===== src/rtl/video_timing_gen.sv =====
// video_timing_gen: parametrised raster timing generator.
// Each line and each frame runs back porch, active, front porch, then sync. Field
// lengths are programmable at runtime and the totals are derived internally.
// The timing inputs are shadow-latched during reset and on the last pixel of every
// frame, so a mode change never tears the frame that is on screen.
// Optional feature macro: VTG_SYNC_POLARITY_EN adds the h_sync_pol/v_sync_pol inputs
// (1 = active-high sync, 0 = active-low sync).
module video_timing_gen #(
    parameter int CNT_W = 12
) (
    input  logic             clock_25,
    input  logic             reset_n,
    input  logic             en,
    input  logic [CNT_W-1:0] h_back_porch,
    input  logic [CNT_W-1:0] h_active_pixels,
    input  logic [CNT_W-1:0] h_front_porch,
    input  logic [CNT_W-1:0] h_sync_length,
    input  logic [CNT_W-1:0] v_back_porch,
    input  logic [CNT_W-1:0] v_active_pixels,
    input  logic [CNT_W-1:0] v_front_porch,
    input  logic [CNT_W-1:0] v_sync_length,
`ifdef VTG_SYNC_POLARITY_EN
    input  logic             h_sync_pol,
    input  logic             v_sync_pol,
`endif
    output logic             h_sync,
    output logic             v_sync,
    output logic             draw_flag,
    output logic [CNT_W-1:0] pixel_x,
    output logic [CNT_W-1:0] pixel_y,
    output logic             line_start,
    output logic             frame_start
);

    // Two extra bits so that the sum of four fields can never overflow.
    localparam int CW = CNT_W + 2;

    logic [CNT_W-1:0] hBp_q, hAct_q, hFp_q, hSl_q;
    logic [CNT_W-1:0] vBp_q, vAct_q, vFp_q, vSl_q;
    logic [CNT_W-1:0] hBp_d, hAct_d, hFp_d, hSl_d;
    logic [CNT_W-1:0] vBp_d, vAct_d, vFp_d, vSl_d;
    logic             hPol_q, vPol_q, hPol_d, vPol_d;

    logic [CW-1:0]    hCnt_q, vCnt_q, hCnt_d, vCnt_d;

    logic             hSyncOut_q, vSyncOut_q, draw_q, lineStart_q, frameStart_q;
    logic             hSyncOut_d, vSyncOut_d, draw_d, lineStart_d, frameStart_d;
    logic [CNT_W-1:0] pixelX_q, pixelY_q, pixelX_d, pixelY_d;

    logic [CW-1:0]    hActStart, hActEnd, hSyncStart, hTotal;
    logic [CW-1:0]    vActStart, vActEnd, vSyncStart, vTotal;
    logic             degenerate, hLast, vLast, frameEnd;
    logic             hActive, vActive, hSyncDec, vSyncDec;
    logic             hSyncLevel, vSyncLevel, hSyncIdle, vSyncIdle;
    logic             rstHSync, rstVSync;

    // Region boundaries and totals, all derived from the shadowed field lengths.
    assign hActStart  = CW'(hBp_q);
    assign hActEnd    = hActStart + CW'(hAct_q);
    assign hSyncStart = hActEnd + CW'(hFp_q);
    assign hTotal     = hSyncStart + CW'(hSl_q);
    assign vActStart  = CW'(vBp_q);
    assign vActEnd    = vActStart + CW'(vAct_q);
    assign vSyncStart = vActEnd + CW'(vFp_q);
    assign vTotal     = vSyncStart + CW'(vSl_q);

    assign degenerate = (hTotal == '0) || (vTotal == '0);
    assign hLast      = (hCnt_q == hTotal - CW'(1));
    assign vLast      = (vCnt_q == vTotal - CW'(1));
    assign frameEnd   = hLast && vLast;

    // Zero-length fields give empty ranges, so those regions never assert.
    assign hActive  = (hCnt_q >= hActStart) && (hCnt_q < hActEnd);
    assign vActive  = (vCnt_q >= vActStart) && (vCnt_q < vActEnd);
    assign hSyncDec = (hCnt_q >= hSyncStart) && (hCnt_q < hTotal);
    assign vSyncDec = (vCnt_q >= vSyncStart) && (vCnt_q < vTotal);

`ifdef VTG_SYNC_POLARITY_EN
    assign hSyncLevel = ~(hSyncDec ^ hPol_q);
    assign vSyncLevel = ~(vSyncDec ^ vPol_q);
    assign hSyncIdle  = ~hPol_q;
    assign vSyncIdle  = ~vPol_q;
    assign rstHSync   = ~h_sync_pol;
    assign rstVSync   = ~v_sync_pol;
    assign hPol_d     = (en && (degenerate || frameEnd)) ? h_sync_pol : hPol_q;
    assign vPol_d     = (en && (degenerate || frameEnd)) ? v_sync_pol : vPol_q;
`else
    assign hSyncLevel = hSyncDec;
    assign vSyncLevel = vSyncDec;
    assign hSyncIdle  = 1'b0;
    assign vSyncIdle  = 1'b0;
    assign rstHSync   = 1'b0;
    assign rstVSync   = 1'b0;
    assign hPol_d     = 1'b1;
    assign vPol_d     = 1'b1;
`endif

    // Shadow reload: on the last pixel of a frame, or every enabled cycle while degenerate.
    always_comb begin
        hBp_d  = hBp_q;
        hAct_d = hAct_q;
        hFp_d  = hFp_q;
        hSl_d  = hSl_q;
        vBp_d  = vBp_q;
        vAct_d = vAct_q;
        vFp_d  = vFp_q;
        vSl_d  = vSl_q;
        if (en && (degenerate || frameEnd)) begin
            hBp_d  = h_back_porch;
            hAct_d = h_active_pixels;
            hFp_d  = h_front_porch;
            hSl_d  = h_sync_length;
            vBp_d  = v_back_porch;
            vAct_d = v_active_pixels;
            vFp_d  = v_front_porch;
            vSl_d  = v_sync_length;
        end
    end

    // Counter advance and registered decode of the current counter position.
    always_comb begin
        hCnt_d       = hCnt_q;
        vCnt_d       = vCnt_q;
        hSyncOut_d   = hSyncOut_q;
        vSyncOut_d   = vSyncOut_q;
        draw_d       = draw_q;
        pixelX_d     = pixelX_q;
        pixelY_d     = pixelY_q;
        lineStart_d  = 1'b0;
        frameStart_d = 1'b0;
        if (en) begin
            if (degenerate) begin
                hCnt_d     = '0;
                vCnt_d     = '0;
                hSyncOut_d = hSyncIdle;
                vSyncOut_d = vSyncIdle;
                draw_d     = 1'b0;
                pixelX_d   = '0;
                pixelY_d   = '0;
            end else begin
                hSyncOut_d   = hSyncLevel;
                vSyncOut_d   = vSyncLevel;
                draw_d       = hActive && vActive;
                pixelX_d     = (hActive && vActive) ? CNT_W'(hCnt_q - hActStart) : '0;
                pixelY_d     = (hActive && vActive) ? CNT_W'(vCnt_q - vActStart) : '0;
                lineStart_d  = (hCnt_q == '0);
                frameStart_d = (hCnt_q == '0) && (vCnt_q == '0);
                if (hLast) begin
                    hCnt_d = '0;
                    vCnt_d = vLast ? '0 : vCnt_q + CW'(1);
                end else begin
                    hCnt_d = hCnt_q + CW'(1);
                end
            end
        end
    end

    // State register with synchronous reset; reset also captures the timing inputs.
    always_ff @(posedge clock_25) begin
        if (!reset_n) begin
            hCnt_q       <= '0;
            vCnt_q       <= '0;
            hBp_q        <= h_back_porch;
            hAct_q       <= h_active_pixels;
            hFp_q        <= h_front_porch;
            hSl_q        <= h_sync_length;
            vBp_q        <= v_back_porch;
            vAct_q       <= v_active_pixels;
            vFp_q        <= v_front_porch;
            vSl_q        <= v_sync_length;
`ifdef VTG_SYNC_POLARITY_EN
            hPol_q       <= h_sync_pol;
            vPol_q       <= v_sync_pol;
`else
            hPol_q       <= 1'b1;
            vPol_q       <= 1'b1;
`endif
            hSyncOut_q   <= rstHSync;
            vSyncOut_q   <= rstVSync;
            draw_q       <= 1'b0;
            pixelX_q     <= '0;
            pixelY_q     <= '0;
            lineStart_q  <= 1'b0;
            frameStart_q <= 1'b0;
        end else begin
            hCnt_q       <= hCnt_d;
            vCnt_q       <= vCnt_d;
            hBp_q        <= hBp_d;
            hAct_q       <= hAct_d;
            hFp_q        <= hFp_d;
            hSl_q        <= hSl_d;
            vBp_q        <= vBp_d;
            vAct_q       <= vAct_d;
            vFp_q        <= vFp_d;
            vSl_q        <= vSl_d;
            hPol_q       <= hPol_d;
            vPol_q       <= vPol_d;
            hSyncOut_q   <= hSyncOut_d;
            vSyncOut_q   <= vSyncOut_d;
            draw_q       <= draw_d;
            pixelX_q     <= pixelX_d;
            pixelY_q     <= pixelY_d;
            lineStart_q  <= lineStart_d;
            frameStart_q <= frameStart_d;
        end
    end

    assign h_sync      = hSyncOut_q;
    assign v_sync      = vSyncOut_q;
    assign draw_flag   = draw_q;
    assign pixel_x     = pixelX_q;
    assign pixel_y     = pixelY_q;
    assign line_start  = lineStart_q;
    assign frame_start = frameStart_q;

endmodule

===== config.mk =====
export PLATFORM = sky130hd
export DESIGN_NAME = video_timing_gen
export DESIGN_NICKNAME = d
export VERILOG_FILES = /design/src/rtl/video_timing_gen.sv
export SDC_FILE = /design/constraint.sdc
export NUM_CORES = 1
export LEC_CHECK = 0
export CORE_UTILIZATION = 40
export CTS_CLUSTER_DIAMETER = 100
export DETAILED_ROUTE_END_ITERATION = 6
export GPL_TIMING_DRIVEN = 0
export PLACE_DENSITY = 0.57
export SYNTH_ARGS = -nofsm -noshare
export SYNTH_HDL_FRONTEND = slang
export SYNTH_SLANG_ARGS = --single-unit
export TNS_END_PERCENT = 30

===== constraint.sdc =====
create_clock -name clock_25 -period 17.5 [get_ports clock_25]
set_input_delay 3.5 -clock clock_25 [delete_from_list [all_inputs] [get_ports clock_25]]
set_output_delay 3.5 -clock clock_25 [all_outputs]
set_load 0.01 [all_outputs]

# Word-level counts from Yosys, hierarchy flattened
# Cells that the tools add are included.
[totals] output_inout_bits=29 inputBits=99 ff_bits=153 wordCells=87
[op_classes] n_lt_le_gt_ge=8 n_addsub=12 n_reduce_logical=17 n_mux=28 n_eq_ne=3 bitwise=2
[op_table] operator="12-bit 2-to-1 mux" count=20
[op_table] operator="14-bit 2-to-1 mux" count=5
[op_table] operator="14-bit zero test" count=4
[op_table] operator="13-bit by 12-bit adder with 14-bit output" count=2
[op_table] operator="14-bit by 1-bit adder with 14-bit output, second input constant" count=2
[op_table] operator="14-bit by 12-bit adder with 14-bit output" count=2
[op_table] operator="14-bit == test" count=2
[op_table] operator="14-bit by 12-bit greater-or-equal comparator with 1-bit output" count=2
[op_table] operator="14-bit greater-or-equal comparator" count=2
[op_table] operator="14-bit by 13-bit less-than comparator with 1-bit output" count=2
[op_table] operator="14-bit less-than comparator" count=2
[op_table] operator="14-bit by 1-bit subtractor with 14-bit output, second input constant" count=2
[op_table] operator="12-bit by 12-bit adder with 13-bit output" count=2
[op_table] operator="12-bit subtractor" count=2
[op_table] operator="1-bit logical AND" count=8
[op_table] operator="1-bit 2-to-1 mux" count=3
[op_table] operator="3-bit OR reduction" count=1
[op_table] operator="1-bit logical OR" count=2
[op_table] operator="2-bit by 1-bit != test with 1-bit output, second input constant" count=1
[op_table] operator="1-bit inverter" count=2
[op_table] operator="2-bit AND reduction" count=1
[op_table] operator="2-bit nonzero test" count=1

# Longest topological paths before layout
# Gate-level depths: netlist of run 1.
[logic_depth] ltp_word=10 mapped_depth=30

# Worst setup path after synthesis of run 1
# No wires, ideal clock.
[synth_timing] path_kind="register -> register" from="register vBp_q[1]" to="register hAct_q[0], enable pin" path_slack_ns=10.479 required_time_ns=17.084 t_arrival_ns=6.606 stages_incl_launch_ff=26 n_path_buf=0 path_cell_list="edfxtp_1 ha_1 a21o_1 a21oi_1 o21bai_1 a21oi_1 o21bai_1 a21oi_1 xnor2_1 ha_1 nand2_1 or4b_1 o21ai_0 xnor2_1 ha_1 nand2_1 o21ai_0 a21o_1 or3_1 o2bb2ai_1 o31a_1 or3_1 o31ai_2 nand2_1 o21ai_0 a21bo_2"
[synth_between] elab_chain_len=9
[synth_lines] item="start: declaration" line="39" text="logic [CNT_W-1:0] vBp_q, vAct_q, vFp_q, vSl_q;"
[synth_lines] item="start signal: assignment" line="167" text="vBp_q <= v_back_porch;"
[synth_lines] item="start signal: assignment" line="192" text="vBp_q <= vBp_d;"
[synth_lines] item="12-bit by 12-bit adder with 13-bit output (*)" line="63" text="assign vActEnd = vActStart + CW'(vAct_q);"
[synth_lines] item="13-bit by 12-bit adder with 14-bit output (*)" line="64" text="assign vSyncStart = vActEnd + CW'(vFp_q);"
[synth_lines] item="14-bit by 12-bit adder with 14-bit output (*)" line="65" text="assign vTotal = vSyncStart + CW'(vSl_q);"
[synth_lines] item="14-bit by 1-bit subtractor with 14-bit output" line="69" text="assign vLast = (vCnt_q == vTotal - CW'(1));"
[synth_lines] item="14-bit == test" line="69"
[synth_lines] item="1-bit logical AND" line="70" text="assign frameEnd = hLast && vLast;"
[synth_lines] item="1-bit logical OR (*)" line="108" text="if (en && (degenerate || frameEnd)) begin"
[synth_lines] item="1-bit logical AND (*)" line="108"
[synth_lines] item="2-bit by 1-bit != test with 1-bit output (no line) (*)"
[synth_lines] item="end signal: assignment" line="164" text="hAct_q <= h_active_pixels;"
[synth_lines] item="end signal: assignment" line="189" text="hAct_q <= hAct_d;"
[synth_lines] item="end: declaration" line="38" text="logic [CNT_W-1:0] hBp_q, hAct_q, hFp_q, hSl_q;"
# Mark *: on every way between the ends. The rest lies on a longest branch, timed or not.
# A chain may end at the register's enable or synchronous reset.

# Worst setup path after layout of run 1
[layout_timing] from="register hBp_q[0]" to="register vBp_q[7], enable pin"
[layout_between] elab_chain_len=9
[layout_lines] item="start: declaration" line="38"
[layout_lines] item="start signal: assignment" line="163" text="hBp_q <= h_back_porch;"
[layout_lines] item="start signal: assignment" line="188" text="hBp_q <= hBp_d;"
[layout_lines] item="12-bit by 12-bit adder with 13-bit output (*)" line="59" text="assign hActEnd = hActStart + CW'(hAct_q);"
[layout_lines] item="13-bit by 12-bit adder with 14-bit output (*)" line="60" text="assign hSyncStart = hActEnd + CW'(hFp_q);"
[layout_lines] item="14-bit by 12-bit adder with 14-bit output (*)" line="61" text="assign hTotal = hSyncStart + CW'(hSl_q);"
[layout_lines] item="14-bit by 1-bit subtractor with 14-bit output" line="68" text="assign hLast = (hCnt_q == hTotal - CW'(1));"
[layout_lines] item="14-bit == test" line="68"
[layout_lines] item="1-bit logical AND" line="70"
[layout_lines] item="1-bit logical OR (*)" line="108"
[layout_lines] item="1-bit logical AND (*)" line="108"
[layout_lines] item="2-bit by 1-bit != test with 1-bit output (no line) (*)"
# Marks and branches as above.

==> run metrics, run 1 <==
Chip Width 180.1 microns; leak pwr 0.006570 uW; initial antenna violation count 0; max_slew headroom 33.07%; worst slack at placement 9.758 ns; final antenna-violating net count 0; Main synth FF type edfxtp_1; Setup crit end vBp_q[7]; # rows 64; initial core utilization 41.05%; R2R depth 24; largest area contributor in the netlist edfxtp_1; Synth Instances 1338; syn_nets 1629; sequential share of power 23.8%; Setup-failing EPs final 0; Root Buffer clkbuf_16; Yosys reg bits 153; unique cell type count in the Yosys netlist 97; most frequent cells in the layout ha_1, inv_1, clkdlybuf4s50_1; Final TNS setup 0 ns; Worst EP arrival 7.91 ns; Post-Synth XOR/XNOR Area 8.391%; post-synthesis sequential area ratio 31.71%; simple-gate share of the synthesized area 14.61%; crit end category flop; CP max-delay cell a21bo_4; Post-synth EDFFs 96; register area 4024 sq um; CP Launch Point hBp_q[0]; final max-slew violation count 0; post-synthesis adder-cell area fraction 19.48%; Clk pin slew, worst setup/hold paths 0.07 ns; reg-to-reg setup timing slack 9.70 ns; postcts setup bufs 0; Comb power frac 55.5%; initial DRC count 671; die area 32440 sq um; area grow syn2layout 18.37%; period utilisation layout 44.57%; Internal 963.5 uW; drt wl/cell 17.29 microns; post-synth design cell area 12690 sq um; detailed-route DRC error count 0; worst slew pin tran 0.9934 ns; clk buf depth 2; Ports 128; status finished, final reports clean; Hold Violations, Final 0; pin count of the biggest net entering global routing 54; total of max-cap violations 0; PostCTS Resize Cnt 0; cts bufs inserted 17; RR Endpoint vBp_q[7]; Post-Syn Area per Cell 9.484 sq um; Port Buffers 126; Yosys Warn Count 0; total congestion overflow 0; crit-path cells ha_1, fa_1, a211oi_2, o21bai_1, a21oi_1, xnor2_1, ha_1, o21a_1, nor2_1, a211oi_1, o21ai_0, nand2b_1, xor2_1, ha_1, a21oi_1, o21ai_0, o41ai_1, xnor3_1, nor4b_4, xnor3_1, a2111o_1, o21ai_0, a21bo_4, buf_16; Synth area leaders edfxtp_1, ha_1, dfxtp_1; sw power 738.5 uW; Clock power frac 20.7%; All-Layer GR Usage 20.51%; worst-skew pair later-pin latency 0.44 ns; drt pass-1 iters 5; routed wire length 32720 microns; most common cell after layout, fill and taps aside ha_1; core footprint 30910 sq um; HPWL after DPL 25850 microns; share of cells above drive strength 1 6.212%; TritonCTS clock tree done; PnR worst setup slack 9.700 ns; RSZ-0062 raised after global routing no; area of the multi-input gates 8015 sq um; VDD IR-drop max 0.07337 mV; vias 10280; Post-CTS Hold Buffers 0; first-pass GRT wire length 52270 microns; PD cells 113.3 nW/um^2; HP Class flop to flop; skew final 0.01773 ns; Chip Height 180.1 microns; largest family of logic cells by synthesized area compound AO/OA/AOI/OAI gates; post-synthesis mux area share 0.07888%; Clock Sinks 153; WP data required 17.61 ns; Setup CP Type flop to flop; vias per inst 5.428; f_max 0.1282 GHz; Synth async-reset ratio 0%; Placer Congestion 0.8308; max incr delay on CP 0.60 ns; Max Fanout on Critical Path 53; Filler cells 2959; # diodes 0; Setup crit start kind flop; Synth top area share 22.72%; fin crit period 7.800 ns; reg2reg start hBp_q[0]; vias in the first global route 9882; nets 1775; sw frac 43.39%; H-tree Lvls 4; Compound-Gate Fraction of Synth Area 20.55%
cells in the mapped netlist, types with 5 or more instances:
library cell / n
o211ai_1: 14
a21boi_0: 8
nand4_1: 28
nor2b_1: 17
o31ai_1: 6
and2_1: 6
o21ai_0: 54
ha_1: 184
o22ai_1: 6
xnor2_1: 74
fa_1: 8
nand3_1: 33
a21oi_1: 83
o21ai_2: 14
xor2_1: 38
and3_1: 9
o21bai_1: 14
dfxtp_1: 57
a22o_1: 23
edfxtp_1: 96
nand2b_1: 22
or3_1: 7
nor4_1: 19
nand2_1: 60
nor2_1: 87
or2_2: 5
inv_1: 142
clkbuf_1: 10
a21o_1: 44
o21a_1: 19
a211oi_1: 9
a31oi_1: 9
nor3_1: 22
worst min-delay path by stage:
stage / start / end / slack [ns] / cells past startpoint
2_1_floorplan: v_sync / v_sync / 0.48 / 2
3_3_place_gp: draw_flag / draw_flag / 0.43 / 1
3_5_place_dp: draw_flag / draw_flag / 0.44 / 1
4_1_cts: draw_flag / draw_flag / 0.46 / 1
5_1_grt: draw_flag / draw_flag / 0.48 / 1
6_report: draw_flag / draw_flag / 0.46 / 1
stage by stage:
step | util [%] | total power [uW] | instance area, sq um | hold slack, ns | std cells
2_1_floorplan | - | 1132 | 12690 | 0.4778 | 1338
3_3_place_gp | 46.74 | 1331 | 14450 | 0.4343 | 1860
3_5_place_dp | 46.85 | 1345 | 14480 | 0.4425 | 1861
4_1_cts | 48.60 | 1706 | 15020 | 0.4603 | 1893
5_1_grt | 48.60 | 1841 | 15020 | 0.4756 | 1893
6_report | 48.60 | 1702 | 15020 | 0.4617 | 1893
logic make-up after synthesis:
logic type,Yosys count
buffers and inverters,161
multiplexers,1
XOR/XNOR,116
adder cells (fa/ha/maj),193
AO/OA/AOI/OAI,365
AND/OR/NAND/NOR,349
flip-flops,153
registers in the layout, summed over array words and instances, names as in the netlist, 12 cells and up:
signal   cells
vAct_q      12
hBp_q       12
hCnt_q      14
hSl_q       12
vFp_q       12
hFp_q       12
pixel_x     12
hAct_q      12
vBp_q       12
vCnt_q      14
pixel_y     12
vSl_q       12
area by class of cell:
class	count	share of cell area, %
Multi-Input combinational cell	1024	53.36
Sequential cell	153	26.79
Timing Repair Buffer	127	8.580
Inverter	143	3.574
Tap cell	396	3.299
Clock buffer	17	2.832
Buffer	18	0.7997
Clock inverter	15	0.7663
worst max-delay path, delay by kind of cell, from the launching register on:
family,cells,cell delay [ns]
buffers and inverters,1,0.34
xor gates and xnor gates,4,1.18
adders and majority gates,4,1.45
DFF,1,0.45
AOI/OAI and AO/OA,12,3.53
and+or+nand+nor,3,0.48
power groups by stage:
stage          sequential (uW)  combinational [uW]  clock (uW)
5_1_grt                    407                1060         377
3_5_place_dp               414                 931           0
6_report                   406                 944         352
4_1_cts                    406                 938         363
2_1_floorplan              411                 721           0
3_3_place_gp               414                 917           0
routing by layer:
metal,wire [microns],up-vias,global-route usage (%)
met5,0,-,0
met4,329,0,4.957
met3,1179,26,3.355
met2,13940,187,31.32
met1,17270,4834,30.00
li1,-,5228,-
Power figures use the tool's default switching activity.
==> inputs of run 2 (changes only) <==
Clock period 17.5 ns to 7.35 ns, I/O delays scaled along.
==> run metrics, run 2 (same netlist as run 1, synthesis figures left out) <==
worst-skew pair later-pin latency 0.44 ns (about the same); first-pass GRT wire length 52940 microns (was 52270 microns); cts bufs inserted 17 (unchanged); Clock Sinks 153 (unchanged); max_slew headroom 30.94% (was 33.07%); H-tree Lvls 4 (unchanged); detailed-route DRC error count 0 (unchanged); Ports 128 (unchanged); pin count of the biggest net entering global routing 54 (unchanged); Placer Congestion 0.8308 (unchanged); WHS 0.4610 ns (was 0.4617 ns); leak pwr 0.006663 uW (was 0.006570 uW); Hold Violations, Final 0 (unchanged); WP data required 7.48 ns (was 17.61 ns); routed wire length 33510 microns (was 32720 microns); die area 32440 sq um (unchanged); Chip Width 180.1 microns (unchanged); drt wl/cell 17.64 microns (was 17.29 microns); f_max 0.1431 GHz (was 0.1282 GHz); vias in the first global route 9957 (was 9882); # diodes 0 (unchanged); # rows 64 (unchanged); Top Registers hCnt_q x14, vCnt_q x14 (unchanged); All-Layer GR Usage 20.84% (was 20.51%); Final TNS setup 0 ns (unchanged); Clk pin slew, worst setup/hold paths 0.07 ns (about the same); period utilisation layout 95.08% (was 44.57%); Setup CP Type flop to flop (unchanged); vias 10410 (was 10280); initial DRC count 708 (was 671); HPWL after DPL 25850 microns (unchanged); initial antenna violation count 0 (unchanged); Port Buffers 126 (unchanged); share of cells above drive strength 1 7.779% (was 6.212%); final instance area 15230 sq um (was 15020 sq um); Worst EP arrival 7.12 ns (was 7.91 ns); vias per inst 5.480 (was 5.428); area grow syn2layout 19.99% (was 18.37%); core footprint 30910 sq um (unchanged); status finished, final reports clean (unchanged); area of the multi-input gates 8165 sq um (was 8015 sq um); Chip Height 180.1 microns (unchanged); Max Fanout on Critical Path 10 (was 53); total congestion overflow 0 (unchanged); HP Class flop to flop (unchanged); PD cells 272.5 nW/um^2 (was 113.3 nW/um^2); final antenna-violating net count 0 (unchanged); Setup crit start kind flop (unchanged); fin crit period 6.988 ns (was 7.800 ns); Final Util 49.26% (was 48.60%); drt pass-1 iters 5 (unchanged); final max-slew violation count 0 (unchanged); Filler cells 2934 (was 2959); most frequent cells in the layout ha_1, inv_1, clkdlybuf4s50_1 (unchanged); TritonCTS clock tree done (unchanged); Post-CTS Hold Buffers 0 (unchanged); Root Buffer clkbuf_16 (unchanged); placed inst area 14480 sq um (unchanged); skew final 0.01803 ns (was 0.01773 ns); initial core utilization 41.05% (unchanged); clk buf depth 2 (unchanged); Overall Power 4149 uW (was 1702 uW); VDD IR-drop max 0.1780 mV (was 0.07337 mV); register area 4024 sq um (unchanged); Setup-failing EPs final 0 (unchanged); crit end category flop (unchanged); most common cell after layout, fill and taps aside ha_1 (unchanged); nets 1782 (was 1775); worst slew pin tran 1.025 ns (was 0.9934 ns); total of max-cap violations 0 (unchanged)
==> run 2: changes by cell type in the layout (fill, tap and decap cells not counted), moves of 2 or more <==
cell      before  now
a311oi_2       0    2
xnor2_2        0    4
o21ai_0       54   48
xor2_2         1    3
o21ai_1        1    6
a311oi_1       2    0
buf_4          2    6
xor2_1        38   36
xnor2_1       74   70
==> run 2: final timing paths <==
| kind | slack [ns] | depth (start not counted) | startpoint | endpoint |
|---|---|---|---|---|
| worst min register to register | 0.46 | 2 | h_sync | h_sync |
| worst min-delay path | 0.46 | 2 | h_sync | h_sync |
| worst max-delay path | 0.36 | 27 | vBp_q[1] | hAct_q[6] |
| worst max register to register | 0.36 | 27 | vBp_q[1] | hAct_q[6] |
==> run 2: critical path: stages, from the launching register on <==
cell	delay, ns
edfxtp_1	0.44
ha_1	0.31
a21o_1	0.16
a21oi_1	0.22
o21bai_1	0.09
a21oi_1	0.24
o21bai_1	0.11
a21oi_2	0.18
xnor2_1	0.22
ha_1	0.35
nand2_1	0.11
or4b_1	0.46
o21ai_1	0.22
nand2_1	0.13
xor2_2	0.27
ha_1	0.28
clkbuf_1	0.18
a21o_1	0.22
nor3_1	0.17
a21o_1	0.19
xnor2_2	0.13
o31a_1	0.35
or3_1	0.41
o31ai_4	0.29
nand2_2	0.15
o21ai_4	0.32
a21bo_4	0.23
buf_4	0.24
==> run 2: power by group <==
part	switching, uW	total [uW]	internal, uW
sequential	17.3	966	948
clock	402	840	438
combinational	1390	2340	957
total	1810	4150	2340
==> run 2: per-stage QoR <==
| stage | worst slack (ns) | instances |
|---|---|---|
| 5_1_grt | -0.03152 | 1900 |
| 6_report | 0.3617 | 1900 |
| 3_3_place_gp | -1.366 | 1860 |
| 3_5_place_dp | -0.3923 | 1861 |
| 4_1_cts | -0.001484 | 1895 |
| 2_1_floorplan | 0.3288 | 1338 |
==> run 2: routing by layer <==
metal  routed length (microns)  global-route usage (%)  vias up
li1                          -                       -     5247
met1                     17360                   30.54     4912
met2                     14420                   31.83      232
met3                      1429                   3.355       21
met4                       305                   4.923        0
met5                         0                       0        -
==> run 2: final cells by class <==
| type | count | share of cell area (%) |
|---|---|---|
| Buffer | 18 | 0.7889 |
| Clock buffer | 17 | 2.794 |
| Clock inverter | 15 | 0.7560 |
| Inverter | 143 | 3.525 |
| Multi-Input combinational cell | 1026 | 53.63 |
| Sequential cell | 153 | 26.43 |
| Tap cell | 396 | 3.254 |
| Timing Repair Buffer | 132 | 8.826 |
==> run 2: what timing repair did <==
item / 4_1_cts / 5_1_grt
setup buffers: 0 / 4
cloned: 2 / 1
gates resized for setup: 6 / 22
setup endpoints to repair: 96 / 134
pin swaps: 1 / 7
==> inputs of run 3 (changes only) <==
Settings changed: GPL_ROUTABILITY_DRIVEN set to 0.
==> results of run 3 <==
Final layout, timing and power as in run 2 (identical DEF).
